<file path="src/rtl/uart_pkg.sv">
// Shared definitions for the UART blocks: receiver state encoding and baud divider.
package uart_pkg;

    localparam logic [2:0] IDLE  = 3'd0;
    localparam logic [2:0] START = 3'd1;
    localparam logic [2:0] DATA  = 3'd2;
    localparam logic [2:0] STOP  = 3'd3;
    localparam logic [2:0] BREAK = 3'd4;

    // Clocks per bit, rounded to nearest.
    function automatic int calc_div(input int clk_hz, input int baud);
        return (clk_hz + baud / 2) / baud;
    endfunction

endpackage

</file>
<file path="src/rtl/uart_rx_fifo_if.sv">
// Character stream from the receiver FIFO to its consumer.
// Handshake: a character transfers on every clock edge where o_valid and i_ready are
// both 1; o_char/o_valid are held stable while o_valid=1 and i_ready=0, and i_ready
// has no effect while o_valid=0.
interface uart_rx_fifo_if;
    logic [7:0] o_char;
    logic       o_valid;
    logic       i_ready;

    modport master (output o_char, output o_valid, input i_ready);
    modport slave  (input o_char, input o_valid, output i_ready);
endinterface

</file>
<file path="src/rtl/char_fifo.sv">
// Show-ahead byte FIFO with extra-MSB pointers; a pop frees space for a same-cycle push.
module char_fifo #(
    parameter int AW = 4
) (
    input  logic       i_clk,
    input  logic       i_rst,
    input  logic       i_push,
    input  logic [7:0] i_din,
    input  logic       i_pop,
    output logic [7:0] o_dout,
    output logic       o_empty,
    output logic       o_full
);

    logic [7:0]  r_mem [0:(2**AW)-1];
    logic [AW:0] r_wptr;
    logic [AW:0] r_rptr;
    logic        w_do_push;
    logic        w_do_pop;

    assign o_empty   = (r_wptr == r_rptr);
    assign o_full    = (r_wptr[AW] != r_rptr[AW]) && (r_wptr[AW-1:0] == r_rptr[AW-1:0]);
    assign w_do_pop  = i_pop && !o_empty;
    assign w_do_push = i_push && (!o_full || w_do_pop);

    always_ff @(posedge i_clk) begin
        if (i_rst) begin
            r_wptr <= '0;
            r_rptr <= '0;
        end else begin
            if (w_do_push) r_wptr <= r_wptr + 1'b1;
            if (w_do_pop)  r_rptr <= r_rptr + 1'b1;
        end
    end

    always_ff @(posedge i_clk) begin
        if (w_do_push) r_mem[r_wptr[AW-1:0]] <= i_din;
    end

    // Forced to zero when empty so the head reads 0 straight out of reset.
    assign o_dout = o_empty ? 8'h00 : r_mem[r_rptr[AW-1:0]];

endmodule

</file>
<file path="src/rtl/uart_rx_fifo.sv">
// 8N1 UART receiver feeding a character FIFO; frame errors and overruns pulse for one cycle.
module uart_rx_fifo
    import uart_pkg::*;
#(
    parameter int CLK_HZ  = 12000000,
    parameter int BAUD    = 115200,
    parameter int FIFO_AW = 4
) (
    input  logic             i_clk,
    input  logic             i_rst,
    input  logic             i_rx,
    uart_rx_fifo_if.master   bus,
    output logic             o_overrun,
    output logic             o_frame_err,
    output logic [2:0]       o_state
);

    localparam int DIV  = calc_div(CLK_HZ, BAUD);
    localparam int HALF = DIV / 2;
    localparam int CW   = $clog2(DIV);
    localparam logic [CW-1:0] CNT_LAST = CW'(DIV - 1);
    localparam logic [CW-1:0] CNT_HALF = CW'(HALF - 1);

    logic          r_rx_meta;
    logic          r_rx_s;
    logic [2:0]    r_state;
    logic [CW-1:0] r_cnt;
    logic [2:0]    r_idx;
    logic [7:0]    r_shift;
    logic          r_overrun;
    logic          r_frame_err;

    logic          w_sample_stop;
    logic          w_push;
    logic          w_pop;
    logic          w_empty;
    logic          w_full;

    always_ff @(posedge i_clk) begin
        if (i_rst) begin
            r_rx_meta <= 1'b1;
            r_rx_s    <= 1'b1;
        end else begin
            r_rx_meta <= i_rx;
            r_rx_s    <= r_rx_meta;
        end
    end

    assign w_sample_stop = (r_state == STOP) && (r_cnt == CNT_LAST);
    assign w_push        = w_sample_stop && r_rx_s;
    assign w_pop         = bus.o_valid && bus.i_ready;

    always_ff @(posedge i_clk) begin
        if (i_rst) begin
            r_state     <= IDLE;
            r_cnt       <= '0;
            r_idx       <= '0;
            r_shift     <= '0;
            r_overrun   <= 1'b0;
            r_frame_err <= 1'b0;
        end else begin
            r_overrun   <= w_push && w_full && !w_pop;
            r_frame_err <= w_sample_stop && !r_rx_s;
            case (r_state)
                IDLE: begin
                    r_cnt <= '0;
                    if (!r_rx_s) r_state <= START;
                end
                START: begin
                    if (r_cnt == CNT_HALF) begin
                        // A start bit that is gone by mid-bit was line noise.
                        r_cnt <= '0;
                        r_idx <= '0;
                        r_state <= r_rx_s ? IDLE : DATA;
                    end else begin
                        r_cnt <= r_cnt + 1'b1;
                    end
                end
                DATA: begin
                    if (r_cnt == CNT_LAST) begin
                        r_cnt   <= '0;
                        r_shift <= {r_rx_s, r_shift[7:1]};
                        if (r_idx == 3'd7) r_state <= STOP;
                        else               r_idx   <= r_idx + 1'b1;
                    end else begin
                        r_cnt <= r_cnt + 1'b1;
                    end
                end
                STOP: begin
                    if (r_cnt == CNT_LAST) begin
                        r_cnt   <= '0;
                        r_state <= r_rx_s ? IDLE : BREAK;
                    end else begin
                        r_cnt <= r_cnt + 1'b1;
                    end
                end
                BREAK: begin
                    // Held-low line must return high before another start bit counts.
                    r_cnt <= '0;
                    if (r_rx_s) r_state <= IDLE;
                end
                default: begin
                    r_cnt   <= '0;
                    r_state <= IDLE;
                end
            endcase
        end
    end

    char_fifo #(
        .AW (FIFO_AW)
    ) u_fifo (
        .i_clk   (i_clk),
        .i_rst   (i_rst),
        .i_push  (w_push),
        .i_din   (r_shift),
        .i_pop   (w_pop),
        .o_dout  (bus.o_char),
        .o_empty (w_empty),
        .o_full  (w_full)
    );

    assign bus.o_valid  = !w_empty;
    assign o_overrun    = r_overrun;
    assign o_frame_err  = r_frame_err;
    assign o_state      = r_state;

endmodule

</file>
<file path="src/flat_wrapper.sv">
// flat-port wrapper written by rule: the top's interface ports become plain ports
module uart_rx_fifo_flat import uart_pkg::*;
#(
    parameter int CLK_HZ  = 12000000,
    parameter int BAUD    = 115200,
    parameter int FIFO_AW = 4
)
  (i_clk, i_rst, i_rx, o_overrun, o_frame_err, o_state, bus_o_char, bus_o_valid, bus_i_ready);
  uart_rx_fifo_if bus_i ();
  input  logic i_clk;
  input  logic i_rst;
  input  logic i_rx;
  output logic o_overrun;
  output logic o_frame_err;
  output logic [2:0] o_state;
  output wire logic [$bits(bus_i.o_char)-1:0] bus_o_char;
  output wire logic [$bits(bus_i.o_valid)-1:0] bus_o_valid;
  input wire logic [$bits(bus_i.i_ready)-1:0] bus_i_ready;
  assign bus_o_char = bus_i.o_char;
  assign bus_o_valid = bus_i.o_valid;
  assign bus_i.i_ready = bus_i_ready;
  uart_rx_fifo #(.CLK_HZ(CLK_HZ), .BAUD(BAUD), .FIFO_AW(FIFO_AW)) u_core (.i_clk(i_clk), .i_rst(i_rst), .i_rx(i_rx), .bus(bus_i), .o_overrun(o_overrun), .o_frame_err(o_frame_err), .o_state(o_state));
endmodule
</file>
<file path="config.mk">
export PLATFORM = sky130hd
export DESIGN_NAME = uart_rx_fifo_flat
export DESIGN_NICKNAME = d
export VERILOG_FILES = /design/src/rtl/uart_pkg.sv /design/src/rtl/uart_rx_fifo_if.sv /design/src/rtl/char_fifo.sv /design/src/rtl/uart_rx_fifo.sv /design/src/flat_wrapper.sv
export SDC_FILE = /design/constraint.sdc
export NUM_CORES = 1
export LEC_CHECK = 0
export ABC_AREA = 1
export BUFFER_PORTS_ARGS = -buffer_cell sky130_fd_sc_hd__buf_4
export CORE_UTILIZATION = 40
export DETAILED_ROUTE_END_ITERATION = 10
export PLACE_DENSITY = 0.59
export SYNTH_ARGS = -nofsm -noshare
export SYNTH_HDL_FRONTEND = slang
export SYNTH_HIERARCHICAL = 1
export SYNTH_SLANG_ARGS = --single-unit
</file>
<file path="constraint.sdc">
create_clock -name i_clk -period 3.45 [get_ports i_clk]
set_clock_uncertainty 0.05 [all_clocks]
set_input_delay 0.69 -clock i_clk [delete_from_list [all_inputs] [get_ports i_clk]]
set_output_delay 0.69 -clock i_clk [all_outputs]
set_load 0.01 [all_outputs]
</file>
==> results.sh <==
export IMPL_status="completed"
export IMPL_total_leakage_power_nw=3.23
export IMPL_ant_nets=0
export IMPL_critical_path_required_ns=2.71
export IMPL_drc=0
export IMPL_worst_path_largest_cell_delay_ns=0.72
export IMPL_wl_per_cell_um=16.5
export IMPL_switchingPower_w=0.00106
export IMPL_clkPwrFrac=0.436
export IMPL_htree_levels=4
export IMPL_synthSimpleGateAreaFrac=0.160
export IMPL_track_usage=0.183
export IMPL_ff_latch_area_um2=4630
export IMPL_synth_common_cells="edfxtp_1 (128), nand2_1 (94), inv_1 (92), nor2_1 (65), a21oi_1 (57)"
export IMPL_numCtsBuffers=17
export IMPL_end_kind="primary output"
export IMPL_switching_share=0.231
export IMPL_r2r_start="u_core/u_fifo/r_wptr[0]"
export IMPL_synthMuxAreaShare=0
export IMPL_final_setup_viol_count=0
export IMPL_cp_max_fo=65
export IMPL_post_synth_xor_area_fraction=0.0153
export IMPL_cp_cell_sequence="buf_12, nand2_1, o211ai_1, nand3_1, a21oi_1, nor2_1, buf_4"
export IMPL_vias_per_cell=5.06
export IMPL_startpoint_type="flip-flop"
export IMPL_fin_crit_ns=3.06
export IMPL_r2r_end="u_core/u_fifo/r_mem[13][6]"
export IMPL_hold_ws_ns=0.359
export IMPL_synth_edf_count=128
export IMPL_cts_root_buffer="clkbuf_16"
export IMPL_ir_worst_vdd_mv=0.429
export IMPL_max_clock_path_buffers=2
export IMPL_synth_most_common_cell="edfxtp_1"
export IMPL_setup_worst_path_end="bus_o_char[6]"
export IMPL_antenna_cells=0
export IMPL_antenna_found_initial=0
export IMPL_fp_row_count=49
export IMPL_insertion_delay_ns=0.43
export IMPL_worst_pin_slew_ns=0.899
export IMPL_max_cap_violations=0
export IMPL_synth_top_family_by_area="simple AND/OR/NAND/NOR gates"
export IMPL_cts_hold_buf=0
export IMPL_fin_nets=732
export IMPL_dr_pass1_iters=5
export IMPL_drt_iter0_markers=430
export IMPL_finalCritPeriodShare=0.886
export IMPL_yosys_top_cells_area="edfxtp_1 (52%), dfxtp_1 (11%), nand2_1 (4.8%)"
export IMPL_r2r_cells=14
export IMPL_grt_start_max_net_pins=66
export IMPL_yosysTopAreaCellShare=0.523
export IMPL_synthAdderAreaFrac=0.0153
export IMPL_start_util=0.409
export IMPL_area_growth_pct=13.3
export IMPL_drive_above_1_share=0.141
export IMPL_clock_sinks=167
export IMPL_max_freq_ghz=0.327
export IMPL_grt_pass1_vias=4711
export IMPL_max_slew_margin=0.400
export IMPL_crit_slowest_cell="dfxtp_4"
export IMPL_synth_warnings=6
export IMPL_multi_input_area_um2=2180
export IMPL_synth_seq_cells=167
export IMPL_die_w_um=138
export IMPL_p_per_area_nw_per_um2=552
export IMPL_p_comb_frac=0.085
export IMPL_syn_instance_count=705
export IMPL_core_area_um2=18000
export IMPL_cts_tree="built"
export IMPL_pin_count=18
export IMPL_timing_final_hold_violations=0
export IMPL_synth_compound_area_frac=0.105
export IMPL_dp_hpwl_mm=10.4
export IMPL_place_congestion=0.904
export IMPL_clk_pin_slew_worst_paths_ns=0.06
export IMPL_worstHoldPathType="reg -> reg"
export IMPL_yosysTopAreaCell="edfxtp_1"
export IMPL_ys_async_sr_fraction=0
export IMPL_postCtsSetupRepairBufs=0
export IMPL_nFillCells=1645
export IMPL_r2r_slack_ns=0.71
export IMPL_syn_nets=718
export IMPL_syn_area_um2=7340
export IMPL_vias=4858
export IMPL_die_h_um=138
export IMPL_synth_flop_cell="edfxtp_1"
export IMPL_avgSynthCellArea_um2=10.4
export IMPL_arrival_ns=2.32
export IMPL_cts_resized=0
export IMPL_ys_seq_area_frac=0.630
export IMPL_critPathKind="reg -> out"
export IMPL_finalSetupTns_ns=0
export IMPL_overflow=0
export IMPL_rsz0062_at_grt="no"
export IMPL_io_buffers=17
export IMPL_power_frac_seq=0.479
export IMPL_dieArea_um2=18900
export IMPL_wl_mm=15.9
export IMPL_grt_pass1_wl_mm=25.2
export IMPL_yosys_cell_types_count=36
export IMPL_intPower_w=0.00353
export IMPL_finalMaxSlewViolations=0
-- cells by family after synthesis --
kind of cell,after synthesis
AOI/OAI and AO/OA,140
xor gates and xnor gates,12
adders and majority gates,9
buffers and inverters,133
DFF,167
and+or+nand+nor,244
-- worst min-delay path by stage --
stage,startpoint,endpoint,cells after the start
global route,u_core/r_rx_meta,u_core/r_rx_s,1
global placement,u_core/r_rx_meta,u_core/r_rx_s,1
CTS,u_core/r_rx_meta,u_core/r_rx_s,1
finish,u_core/r_rx_meta,u_core/r_rx_s,1
floorplan,u_core/r_rx_meta,u_core/r_rx_s,1
detailed placement,u_core/r_rx_meta,u_core/r_rx_s,1
-- area by class of cell --
type	count	share of cell area
clock buffer	21	0.0618
clock inverter	11	0.0153
inverter	105	0.0480
multi-input combinational	405	0.262
sequential	167	0.557
tap	229	0.0344
timing repair buffer	23	0.0223
-- worst max-delay path: cells and delay by family (launching register included) --
family	cells	cell delay (ns)
AO/OA/AOI/OAI	2	0.35
AND/OR/NAND/NOR	3	0.33
flip-flops	1	0.72
buffers and inverters	2	0.47
-- state kept, by name, indices dropped and copies added, names as in the netlist, named ones only --
| signal | cells |
|---|---|
| u_core/r_cnt | 7 |
| u_core/r_shift | 8 |
| u_core/r_idx | 3 |
| u_core/r_rx_meta | 1 |
| u_core/o_overrun | 1 |
| u_core/r_rx_s | 1 |
| u_core/u_fifo/r_wptr | 5 |
| u_core/o_state | 3 |
| u_core/o_frame_err | 1 |
| u_core/u_fifo/r_mem | 128 |
| u_core/u_fifo/r_rptr | 5 |
-- per-layer routing --
layer / up-vias / global-route usage / share of wire
li1: 2396 / - / -
met1: 2298 / 0.250 / 0.47
met2: 151 / 0.286 / 0.47
met3: 13 / 0.0419 / 0.050
met4: 0 / 0.0611 / 0.0095
met5: - / 0 / 0
-- power groups by stage --
stage | clock network, W | logic (W) | registers (W)
floorplan | 0 | 0.000300 | 0.00224
global placement | 0 | 0.000376 | 0.00224
detailed placement | 0 | 0.000389 | 0.00224
CTS | 0.00203 | 0.000393 | 0.00220
global route | 0.00211 | 0.000446 | 0.00220
finish | 0.00200 | 0.000391 | 0.00220
-- layout by cell type, fill, tap and decap left out, types with 20 or more instances in the layout --
master and instances:
a21oi_1 57, buf_4 22, clkbuf_16 20, dfxtp_1 37, edfxtp_1 128, inv_1 92
nand2_1 94, nand3_1 45, nor2_1 65, o211ai_1 24, o21ai_0 46
-- metrics by stage --
step	power (W)	std cells	cell area, um^2	utilization	worst slack [ns]
after floorplan	0.00254	705	7340	-	0.997
after global placement	0.00262	929	7680	0.427	0.816
after detailed placement	0.00263	929	7680	0.427	0.718
after CTS	0.00463	961	8320	0.463	0.417
after global routing	0.00476	961	8320	0.463	0.193
final	0.00459	961	8320	0.463	0.395
No activity file was read; power rests on OpenSTA's default activity.
